### config.mk
export PLATFORM = sky130hd
export DESIGN_NAME = int_ctrl_mc_flat
export DESIGN_NICKNAME = d
export VERILOG_FILES = /design/src/rtl/int_ctrl_mc_if.sv /design/src/rtl/int_ctrl_mc.sv /design/src/flat_wrapper.sv
export SDC_FILE = /design/constraint.sdc
export NUM_CORES = 1
export LEC_CHECK = 0
export CORE_ASPECT_RATIO = 1.75
export CORE_MARGIN = 3
export CORE_UTILIZATION = 35
export CTS_CLUSTER_SIZE = 24
export DETAILED_ROUTE_END_ITERATION = 8
export PLACE_DENSITY = 0.71
export SETUP_SLACK_MARGIN = 0.3
export SLEW_MARGIN = 10
export SYNTH_ARGS = -nofsm -noshare
export SYNTH_HDL_FRONTEND = slang
export SYNTH_SLANG_ARGS = --single-unit
### constraint.sdc
create_clock -name hclk -period 2.35 [get_ports hclk]
set_clock_uncertainty 0.05 [all_clocks]
set_input_delay 0.47 -clock hclk [delete_from_list [all_inputs] [get_ports hclk]]
set_output_delay 0.47 -clock hclk [all_outputs]
set_load 0.01 [all_outputs]
### src/rtl/int_ctrl_mc_if.sv
// Register bus between a bus master and the interrupt controller.
interface int_ctrl_mc_if #(
  parameter int ADDRWIDTH = 12
);
  logic [ADDRWIDTH-1:0] addr;
  logic                 read_en;
  logic                 write_en;
  logic [3:0]           byte_strobe;
  logic [31:0]          wdata;
  logic [31:0]          rdata;

  modport master (
    output addr, read_en, write_en, byte_strobe, wdata,
    input  rdata
  );

  modport slave (
    input  addr, read_en, write_en, byte_strobe, wdata,
    output rdata
  );
endinterface

### src/rtl/int_ctrl_mc.sv
// Interrupt controller: per-channel edge/level pending latch, enable mask,
// global enable and a registered lowest-index-first irq request/id.
module int_ctrl_mc #(
  parameter int ADDRWIDTH = 12,
  parameter int NUM_IRQ   = 8
) (
  input  logic               hclk,
  input  logic               hresetn,
  int_ctrl_mc_if.slave       bus,
  input  logic [NUM_IRQ-1:0] irq_in,
  output logic               irq_out,
  output logic [4:0]         irq_id
);

  typedef enum logic [2:0] {
    OFS_PEND   = 3'd0,
    OFS_ENABLE = 3'd1,
    OFS_MODE   = 3'd2,
    OFS_SET    = 3'd3,
    OFS_ACTIVE = 3'd4,
    OFS_CTRL   = 3'd5
  } ofs_e;

  logic [NUM_IRQ-1:0] pend, enable, mode, irq_q;
  logic [NUM_IRQ-1:0] active, hw_set, sw_set, sw_clr, wbits;
  logic               ctrl;
  logic [31:0]        bmask;
  logic [2:0]         widx;
  logic               in_range;
  logic               wr_pend, wr_enable, wr_mode, wr_set, wr_ctrl;
  logic [4:0]         id_next;
  logic               unused;

  assign in_range  = (bus.addr[ADDRWIDTH-1:5] == '0);
  assign widx      = bus.addr[4:2];
  assign wr_pend   = bus.write_en && in_range && (widx == OFS_PEND);
  assign wr_enable = bus.write_en && in_range && (widx == OFS_ENABLE);
  assign wr_mode   = bus.write_en && in_range && (widx == OFS_MODE);
  assign wr_set    = bus.write_en && in_range && (widx == OFS_SET);
  assign wr_ctrl   = bus.write_en && in_range && (widx == OFS_CTRL) && bus.byte_strobe[0];

  assign bmask = {{8{bus.byte_strobe[3]}}, {8{bus.byte_strobe[2]}},
                  {8{bus.byte_strobe[1]}}, {8{bus.byte_strobe[0]}}};
  assign wbits = bus.wdata[NUM_IRQ-1:0] & bmask[NUM_IRQ-1:0];

  // Edge channels only fire on a 0->1 transition of the registered input.
  assign hw_set = irq_in & ~(mode & irq_q);
  assign sw_set = wr_set  ? wbits : '0;
  assign sw_clr = wr_pend ? wbits : '0;
  assign active = pend & enable;

  always_comb begin
    id_next = '0;
    for (int unsigned i = NUM_IRQ; i > 0; i--) begin
      if (active[i-1]) id_next = 5'(i - 1);
    end
  end

  always_comb begin
    bus.rdata = '0;
    if (bus.read_en && in_range) begin
      case (widx)
        OFS_PEND:   bus.rdata = 32'(pend);
        OFS_ENABLE: bus.rdata = 32'(enable);
        OFS_MODE:   bus.rdata = 32'(mode);
        OFS_ACTIVE: bus.rdata = {irq_out, 26'd0, irq_id};
        OFS_CTRL:   bus.rdata = {31'd0, ctrl};
        default:    bus.rdata = '0;
      endcase
    end
  end

  always_ff @(posedge hclk or negedge hresetn) begin
    if (!hresetn) begin
      pend    <= '0;
      enable  <= '0;
      mode    <= '0;
      ctrl    <= 1'b0;
      irq_q   <= '0;
      irq_out <= 1'b0;
      irq_id  <= '0;
    end else begin
      irq_q <= irq_in;
      // Sets are OR'ed after the clear so a same-cycle set always wins.
      pend  <= (pend & ~sw_clr) | hw_set | sw_set;
      if (wr_enable) enable <= (enable & ~bmask[NUM_IRQ-1:0]) | wbits;
      if (wr_mode)   mode   <= (mode   & ~bmask[NUM_IRQ-1:0]) | wbits;
      if (wr_ctrl)   ctrl   <= bus.wdata[0];
      irq_out <= ctrl & (|active);
      irq_id  <= id_next;
    end
  end

  assign unused = ^{bus.addr[1:0], bus.wdata, bmask};

endmodule

### src/flat_wrapper.sv
// flat-port wrapper written by rule: the top's interface ports become plain ports
module int_ctrl_mc_flat 
#(
  parameter int ADDRWIDTH = 12,
  parameter int NUM_IRQ   = 8
)
  (hclk, hresetn, irq_in, irq_out, irq_id, bus_addr, bus_read_en, bus_write_en, bus_byte_strobe, bus_wdata, bus_rdata);
  int_ctrl_mc_if #(.ADDRWIDTH(ADDRWIDTH)) bus_i ();
  input  logic hclk;
  input  logic hresetn;
  input  logic [NUM_IRQ-1:0] irq_in;
  output logic irq_out;
  output logic [4:0] irq_id;
  input wire logic [$bits(bus_i.addr)-1:0] bus_addr;
  input wire logic [$bits(bus_i.read_en)-1:0] bus_read_en;
  input wire logic [$bits(bus_i.write_en)-1:0] bus_write_en;
  input wire logic [$bits(bus_i.byte_strobe)-1:0] bus_byte_strobe;
  input wire logic [$bits(bus_i.wdata)-1:0] bus_wdata;
  output wire logic [$bits(bus_i.rdata)-1:0] bus_rdata;
  assign bus_i.addr = bus_addr;
  assign bus_i.read_en = bus_read_en;
  assign bus_i.write_en = bus_write_en;
  assign bus_i.byte_strobe = bus_byte_strobe;
  assign bus_i.wdata = bus_wdata;
  assign bus_rdata = bus_i.rdata;
  int_ctrl_mc #(.ADDRWIDTH(ADDRWIDTH), .NUM_IRQ(NUM_IRQ)) u_core (.hclk(hclk), .hresetn(hresetn), .bus(bus_i), .irq_in(irq_in), .irq_out(irq_out), .irq_id(irq_id));
endmodule
==> summary.txt, run 1 <==
FILL cells -> 520
# IOs -> 98
ANT nets after route -> 0
Status -> finished, final reports clean
Total power -> 1.49 mW
First-pass GRT wire length -> 8000 µm
Post-Synth XOR/XNOR Area -> 0%
H-tree depth -> 2
Critical path's slowest cell -> or4_4
Synth Area in Simple Gates -> 14.0%
Post-Synth Adder-Cell Area -> 0%
Die area -> 6600 µm²
Synth async-reset ratio -> 100%
EDFF count, synth -> 0
Commonest non-fill, non-tap cell in the layout -> dfrtp_1
Crit path largest cell delay -> 540 ps
Fmax -> 453 MHz
Mapped cell area -> 1970 µm²
CP required -> 1830 ps
Vias in the first global route -> 1653
Commonest non-fill, non-tap cells in the layout -> dfrtp_1, conb_1, clkdlybuf4s50_1
Nets -> 310
Largest family of logic cells by synthesized area -> multiplexers
Synthesized flop and latch total -> 37
Main synth FF type -> dfrtp_1
Max Slew Vio Count -> 0
Clock Tree Root -> clkbuf_8
Number of buffers and inverters on the critical path -> 3
Cell mode on critical path -> buf_6
Leak -> 1.28 nW
Hpwl dp -> 3620 µm
Core area -> 5340 µm²
Die Y -> 105 µm
Drt pass-1 iters -> 7
WL per Instance -> 14.9 µm
Synth-to-layout area growth -> 40.0%
Dpl cells -> 311
Grt ovf -> 0
GRT Total Usage -> 15.7%
Storage element area -> 926 µm²
R2R Setup Slk -> 1160 ps
Cells after Synth -> 182
Post-synthesis mux area share -> 14.5%
Max Fanout on Critical Path -> 4
Post-route setup slack -> 145 ps
CTS buffer count -> 5
Layout cells sized above 1 -> 34.3%
Setup crit start kind -> primary input
ANT cells -> 0
Routed via count -> 1609
Max Cap Viol -> 0
Power per cell area -> 542 nW/µm²
Hold buffer count at cts -> 0
Via-per-instance ratio -> 4.95
Routed WL -> 4840 µm
GP Congestion -> 0.801
Yosys Warn Count -> 0
Clock sinks -> 37
Compound-Gate Fraction of Synth Area -> 13.4%
CTS tree -> done
Setup-failing EPs final -> 0
Pre-CTS WS -> -763 ps
Synthesized area per cell -> 10.8 µm²
Maximum vdd ir drop -> 0.000427 V
Largest delay share family, worst path -> simple AND/OR/NAND/NOR gates
Clk Latency, worst-skew pair -> 290 ps
Port Buffers -> 43
Post-Layout Cell Count -> 325
DRT iter0 DRCs -> 69
Initial antenna violation count -> 0
Hold slack -> 472 ps
DRC -> 0
Initial Utilization -> 36.9%
Clock slew at reported path FFs -> 80 ps
Endpoints failing hold -> 0
Synth cell types -> 28
Final period utilization -> 93.8%
Kind of end point of the critical path -> primary output
Die X -> 62.7 µm
Pin count of the biggest net entering global routing -> 38
Multi-input logic area -> 1020 µm²
Final Critical Period -> 2210 ps
# rows -> 35
Hold/Removal Path Class -> flop to flop
Crit path arrival time -> 1690 ps
Sequential fraction of the synthesis area -> 47.0%
Crit path cell chain -> buf_6 > or4_4 > nor2_4 > nand3_4 > buf_6 > nor2_2 > buf_2
CTS Buffer Depth -> 2
RSZ-0062 raised after global routing -> yes
Crit path kind -> primary input to primary output
cell families (layout without fill, tap and decap cells):
group | count (synthesis) | after routing
AND/OR/NAND/NOR | 51 | 51
AO/OA/AOI/OAI | 35 | 35
multiplexers | 26 | 26
buffers and inverters | 32 | 77
flip-flops | 37 | 37
other | 1 | 25
final timing paths:
path	start	endpoint	cells past startpoint
hold / removal	flop	u_core.irq_id[1]	1
setup / recovery	bus_addr[7]	bus_rdata[3]	7
setup reg to reg	flop	u_core.irq_id[1]	3
hold reg to reg	flop	u_core.irq_id[1]	1
max in group asynchronous	hresetn	asynchronous set/reset pin	2
min in group asynchronous	hresetn	asynchronous set/reset pin	2
metal layers:
metal	share of wire [%]	global-route usage [%]	wire length (µm)	vias up
li1	-	-	-	746
met1	36	15.9	1730	787
met2	55	29.5	2690	67
met3	6.8	3.84	329	9
met4	2.1	7.11	103	0
met5	0	0	0	-
layout make-up:
cell class	instances	share of cell area, %
clock buffers	5	2.50
clock inverters	3	2.50
inverters	2	0.272
multi-input cells	137	36.9
flip-flops and latches	37	33.6
well taps	74	3.36
repair buffers	67	20.9
cells in the mapped netlist, types with 2 or more instances:
| master | number | area [µm²] |
|---|---|---|
| nor2b_1 | 3 | 18.8 |
| a32oi_1 | 2 | 17.5 |
| mux2_2 | 21 | 236 |
| clkbuf_1 | 5 | 18.8 |
| a221o_1 | 8 | 80.1 |
| nand3b_1 | 2 | 15.0 |
| mux2i_1 | 5 | 50.1 |
| buf_4 | 25 | 188 |
| nand3_1 | 13 | 65.1 |
| a21boi_0 | 8 | 60.1 |
| a21oi_1 | 9 | 45.0 |
| a22oi_1 | 4 | 30.0 |
| nand2_4 | 2 | 22.5 |
| dfrtp_1 | 37 | 926 |
| inv_1 | 2 | 7.51 |
| nand2_1 | 11 | 41.3 |
| nor2_1 | 14 | 52.6 |
through the flow:
stage,setup TNS [ps],util (%),cell area (µm²)
3_5_place_dp,-9290,47.6,2540
5_1_grt,0,51.6,2760
2_1_floorplan,0,-,2080
4_1_cts,0,51.5,2750
3_3_place_gp,-7800,47.6,2540
6_report,0,51.6,2760
timing repair:
item / in CTS / in global routing
gates resized for setup: 73 / 3
setup buffers: 6 / 0
hold endpoints to repair: 0 / 0
endpoints found under the setup margin: 33 / 9
pin swaps: 11 / 2
power breakdown:
group          leakage, nW  switching, mW  internal [mW]
clock network       0.0687          0.238          0.427
registers            0.456        0.00450          0.647
logic                0.752         0.0900         0.0870
worst reg2reg max path, delay by kind of cell, from the launching register on:
kind             cells  cell delay (ps)
AO/OA/AOI/OAI        2              540
flip-flops           1              420
AND/OR/NAND/NOR      1               80
(Power assumes the default switching activity.)
==> inputs of run 2 (changes only) <==
--- a/config.mk
+++ b/config.mk
@@ -10,6 +10,8 @@
 export CORE_UTILIZATION = 35
 export CTS_CLUSTER_SIZE = 24
 export DETAILED_ROUTE_END_ITERATION = 8
+export GPL_TIMING_DRIVEN = 0
+export MAX_ROUTING_LAYER = met4
 export PLACE_DENSITY = 0.71
 export SETUP_SLACK_MARGIN = 0.3
 export SLEW_MARGIN = 10
==> run 2 against run 1 <==
Cell area is 4.3% higher. Clock-buffer cell count is the same. Maximum frequency is 1.5% lower. Clock power decreased by 2%. First-iteration DRC count decreased by 13%. Total power about the same. Sequential cell count did not move. Utilization increased by 2.2 points. Setup slack worse by 33 ps. Via count rose by 2.7%. Sequential power about the same. Critical endpoint is now bus_rdata[7].
==> summary.txt, run 2 (same netlist as run 1, synthesis figures left out) <==
Status -> finished, final reports clean
Via-per-instance ratio -> 4.82 (-2.7%)
Internal cell power -> 1.17 mW (+0.76%)
Die area -> 6600 µm² (unchanged)
Power per cell area -> 520 nW/µm² (-4.1%)
CTS Buffer Depth -> 2 (unchanged)
Hold/Removal Path Class -> primary input to asynchronous set/reset pin
Sw frac -> 21.7% (-0.59 points)
Commonest non-fill, non-tap cell in the layout -> dfrtp_1
Crit path kind -> primary input to primary output
Final period utilization -> 95.2% (+1.4 points)
Port Buffers -> 41 (-4.7%)
Clock slew at reported path FFs -> 70 ps (about the same)
Reg2reg path depth -> 3 (unchanged)
Setup crit start kind -> primary input
Vias in the first global route -> 1632 (-1.3%)
# rows -> 35 (unchanged)
DRC -> 0 (unchanged)
Pin count of the biggest net entering global routing -> 35 (-7.9%)
Drt pass-1 iters -> 4 (-3)
CTS buffer count -> 5 (unchanged)
Layout cells sized above 1 -> 39.8% (+5.5 points)
Die Y -> 105 µm (unchanged)
Commonest non-fill, non-tap cells in the layout -> dfrtp_1, buf_4, conb_1
DRT iter0 DRCs -> 60 (-13%)
Clock sinks -> 37 (unchanged)
Setup-failing EPs final -> 0 (unchanged)
Hpwl dp -> 3600 µm (-0.45%)
GRT Total Usage -> 15.9% (+0.25 points)
RSZ-0062 raised after global routing -> yes
R2R Setup Slk -> 1150 ps (about the same)
Crit Reg-Reg Startpoint -> u_core.pend[5]
Max Fanout on Critical Path -> 5 (+1)
Max Slew Vio Count -> 0 (unchanged)
Final TNS setup -> 0 ps (unchanged)
Leak -> 1.37 nW (+7.0%)
Die X -> 62.7 µm (unchanged)
# IOs -> 98 (unchanged)
Crit path arrival time -> 1720 ps (+30 ps)
Worst r2r dst -> u_core.irq_id[1]
Hold slack -> 468 ps (-4.03 ps)
H-tree depth -> 2 (unchanged)
Sw Pwr -> 0.324 mW (-2.7%)
Routed WL -> 4900 µm (+1.2%)
Fmax -> 447 MHz (-1.5%)
Clk Latency, worst-skew pair -> 290 ps (about the same)
Max Cap Viol -> 0 (unchanged)
Endpoints failing hold -> 0 (unchanged)
Logic pwr share -> 12.8% (+1.0 points)
FILL cells -> 502 (-3.5%)
Nets -> 328 (+5.8%)
Initial Utilization -> 36.9% (unchanged)
GP Congestion -> 0.812 (+1.4%)
ANT nets after route -> 0 (unchanged)
Core area -> 5340 µm² (unchanged)
Grt ovf -> 0 (unchanged)
Synth-to-layout area growth -> 45.9%
WL per Instance -> 14.3 µm (-4.1%)
Sequential share of power -> 43.6% (about the same)
Routed via count -> 1653 (+2.7%)
Kind of end point of the critical path -> primary output
CP required -> 1830 ps (about the same)
Initial antenna violation count -> 0 (unchanged)
CTS tree -> done
First-pass GRT wire length -> 7980 µm (-0.18%)
Clock Tree Root -> clkbuf_8
Maximum vdd ir drop -> 0.000374 V (-13%)
Clk pwr share -> 43.5% (-1.0 points)
Final Critical Period -> 2240 ps (+32.6 ps)
ANT cells -> 0 (unchanged)
==> run 2: how the worst max path moves through the flow <==
| stage | to | start | cells past startpoint |
|---|---|---|---|
| floorplan | u_core.pend[6] | bus_addr[9] | 4 |
| global placement | bus_rdata[6] | bus_addr[9] | 6 |
| detailed placement | bus_rdata[3] | bus_addr[9] | 6 |
| CTS | bus_rdata[3] | bus_addr[11] | 7 |
| global route | bus_rdata[3] | bus_addr[11] | 7 |
| finish | bus_rdata[7] | bus_addr[11] | 7 |
==> run 2: metal layers <==
layer | vias up | track usage (%) | share of wire, %
li1 | 781 | - | -
met2 | 63 | 28.1 | 55
met3 | 10 | 3.62 | 6.4
met4 | 0 | 7.11 | 2.7
met1 | 799 | 16.7 | 36
met5 | - | - | 0
==> run 2: what timing repair did <==
action	in CTS	in global routing
hold endpoints to repair	3	0
resized for setup	73	6
pin swaps	11	3
buffers inserted	8	4
setup endpoints to repair	33	16
hold buffers	1	0
==> run 2: final cells by class <==
type                    instances  area [µm²]  area share, %
flip-flops and latches         37         926           32.2
multi-input cells             137         997           34.7
inverters                       2        7.51          0.261
plain buffers                  30         224           7.79
well taps                      74        92.6           3.22
repair buffers                 55         493           17.2
clock inverters                 3        65.1           2.26
clock buffers                   5        68.8           2.39
==> run 2: worst max-delay path: stages <==
cell	delay, ps
buf_6	90
or4_4	550
nor2_4	120
buf_6	120
nand3_4	120
nor2_2	120
buf_2	130
==> run 2: through the flow <==
step,area (µm²),util [%],cells,setup WS [ps],total power [mW]
floorplan,2080,-,206,279,0.758
global placement,2580,48.4,321,-726,0.839
detailed placement,2600,48.6,322,-735,0.844
CTS,2830,53.0,339,123,1.50
global route,2870,53.8,343,54.8,1.55
finish,2870,53.8,343,112,1.49
==> run 2: power by group through the flow <==
stage | logic [mW] | clock network, mW | registers, mW
after floorplan | 0.0947 | 0 | 0.664
after global placement | 0.175 | 0 | 0.664
after detailed placement | 0.180 | 0 | 0.664
after CTS | 0.189 | 0.658 | 0.652
after global routing | 0.210 | 0.686 | 0.653
final | 0.191 | 0.650 | 0.652
==> inputs of run 3 (changes only) <==
==> constraint.sdc (replaced) <==
create_clock -name hclk -period 2.6 [get_ports hclk]
set_clock_uncertainty 0.05 [all_clocks]
set_input_delay 0.52 -clock hclk [delete_from_list [all_inputs] [get_ports hclk]]
set_output_delay 0.52 -clock hclk [all_outputs]
set_load 0.01 [all_outputs]
==> run 3 against run 2 <==
Global-route usage about the same. Combinational power decreased by 11%. Sequential share of layout area increased by 1.3 points. Setup slack improved by 130 ps. Register-to-register slack improved by 220 ps. Critical path depth decreased by 1. Sequential cell count unchanged. Cell area decreased by 4.0%. Cell count decreased by 1.7%. Utilization decreased by 2.1 points. Wire length decreased by 2.1%.
==> summary.txt, run 3 (same netlist as run 1, synthesis figures left out) <==
# rows -> 35 (unchanged)
Commonest non-fill, non-tap cell in the layout -> dfrtp_1
Initial Utilization -> 36.9% (unchanged)
H-tree depth -> 2 (unchanged)
Crit path arrival time -> 1780 ps (+60 ps)
Hpwl dp -> 3600 µm (about the same)
Sequential share of power -> 51.2% (+7.6 points)
Via-per-instance ratio -> 4.77 (-0.99%)
Max Cap Viol -> 0 (unchanged)
ANT cells -> 0 (unchanged)
Layout cells sized above 1 -> 37.3% (-2.5 points)
GP Congestion -> 0.844 (+3.9%)
Kind of end point of the critical path -> primary output
First-pass GRT wire length -> 8150 µm (+2.1%)
Setup-failing EPs final -> 0 (unchanged)
Final period utilization -> 90.5%
Vias in the first global route -> 1677 (+2.8%)
Setup crit start kind -> primary input
DRT iter0 DRCs -> 44 (-27%)
Die Y -> 105 µm (unchanged)
Clock slew at reported path FFs -> 70 ps (about the same)
Synth-to-layout area growth -> 40.2%
Routed WL -> 4800 µm (-2.1%)
Nets -> 322 (-1.8%)
Sw frac -> 25.3% (+3.7 points)
CP required -> 2030 ps (+200 ps)
Final TNS setup -> 0 ps (unchanged)
DRC -> 0 (unchanged)
Logic pwr share -> 14.8% (+2.0 points)
CTS buffer count -> 5 (unchanged)
Sw Pwr -> 0.292 mW (-9.9%)
ANT nets after route -> 0 (unchanged)
Routed via count -> 1608 (-2.7%)
Crit path kind -> primary input to primary output
Endpoints failing hold -> 0 (unchanged)
Max Fanout on Critical Path -> 5 (unchanged)
Clk pwr share -> 34.1% (-9.4 points)
RSZ-0062 raised after global routing -> yes
Hold slack -> 483 ps (+15.6 ps)
Clock Tree Root -> clkbuf_8
# IOs -> 98 (unchanged)
Initial antenna violation count -> 0 (unchanged)
Status -> finished, final reports clean
Leak -> 1.31 nW (-4.1%)
Power per cell area -> 417 nW/µm² (-20%)
GRT Total Usage -> 15.9% (+0.023 points)
Drt pass-1 iters -> 4 (unchanged)
Final Critical Period -> 2350 ps
Clock sinks -> 37 (unchanged)
CTS Buffer Depth -> 2 (unchanged)
Maximum vdd ir drop -> 0.000290 V (-22%)
WL per Instance -> 14.2 µm (-0.38%)
Hold/Removal Path Class -> flop to flop
Die X -> 62.7 µm (unchanged)
Max Slew Vio Count -> 0 (unchanged)
Clk Latency, worst-skew pair -> 290 ps (about the same)
Die area -> 6600 µm² (unchanged)
Internal cell power -> 0.859 mW (-27%)
Core area -> 5340 µm² (unchanged)
Port Buffers -> 41 (unchanged)
Commonest non-fill, non-tap cells in the layout -> dfrtp_1, buf_4, conb_1
Pin count of the biggest net entering global routing -> 35 (unchanged)
CTS tree -> done
Fmax -> 425 MHz
Grt ovf -> 0 (unchanged)
## run 3: cell types whose count changed in the layout (fill, tap and decap cells not counted), sizes merged
cell           delta
clkinvlp          +1
clkinv            +1
clkdlybuf4s15     -2
buf               -7
bufinv            -2
dlygate4sd2       +2
clkbuf            +1
## run 3: final timing paths
| check | startpoint | endpoint | slack, ps | cells past startpoint |
|---|---|---|---|---|
| max reg2reg | u_core.pend[5] | u_core.irq_id[1] | 1370 | 3 |
| min reg2reg | flop | flop | 480 | 1 |
| max in group asynchronous | hresetn | u_core.pend[7] | 1580 | 3 |
| min | flop | flop | 480 | 1 |
| max | bus_addr[8] | bus_rdata[5] | 250 | 6 |
| min in group asynchronous | hresetn | u_core.irq_q[1] | 530 | 2 |
## run 3: stage by stage
step	power, mW	util [%]	cell area [µm²]	cells	setup WS (ps)
finish	1.15	51.7	2760	337	247
global route	1.20	51.7	2760	337	196
CTS	1.16	50.9	2720	336	220
detailed placement	0.762	48.2	2580	322	-666
global placement	0.756	48.0	2560	321	-656
floorplan	0.684	-	2060	206	335
## run 3: cell type report
cell class / count / area [µm²]
fill: 530 / 2580
multi-input combinational: 137 / 993
sequential: 37 / 926
timing repair buffer: 49 / 434
buffer: 30 / 220
tap: 74 / 92.6
clock buffer: 5 / 68.8
clock inverter: 3 / 17.5
inverter: 2 / 7.51
## run 3: critical path: stages
cell and delay, ps:
buf_6 90, or4_4 550, nor2_4 200, nand3_4 160, nor2_2 140, buf_2 130
## run 3: routing by layer
| layer | up-vias | global-route usage, % | part of all wire [%] |
|---|---|---|---|
| met4 | 0 | 6.48 | 1.5 |
| met2 | 62 | 28.5 | 56 |
| met3 | 6 | 4.05 | 6.3 |
| met1 | 770 | 16.4 | 36 |
| li1 | 770 | - | - |
| met5 | - | - | 0 |
## run 3: what timing repair did
| item | in CTS | in global routing |
|---|---|---|
| gates resized for setup | 60 | 20 |
| endpoints found under the hold margin | 3 | 0 |
| buffers inserted | 5 | 1 |
| pin swaps | 11 | 6 |
| setup endpoints to repair | 33 | 9 |
| hold buffers | 1 | 0 |
| cloned | 0 | 0 |
## run 3: power groups by stage
stage	Sequential [mW]	Combinational, mW	Clock, mW
2_1_floorplan	0.600	0.0842	0
3_5_place_dp	0.600	0.161	0
4_1_cts	0.589	0.166	0.404
3_3_place_gp	0.600	0.157	0
6_report	0.589	0.170	0.392
5_1_grt	0.590	0.188	0.426
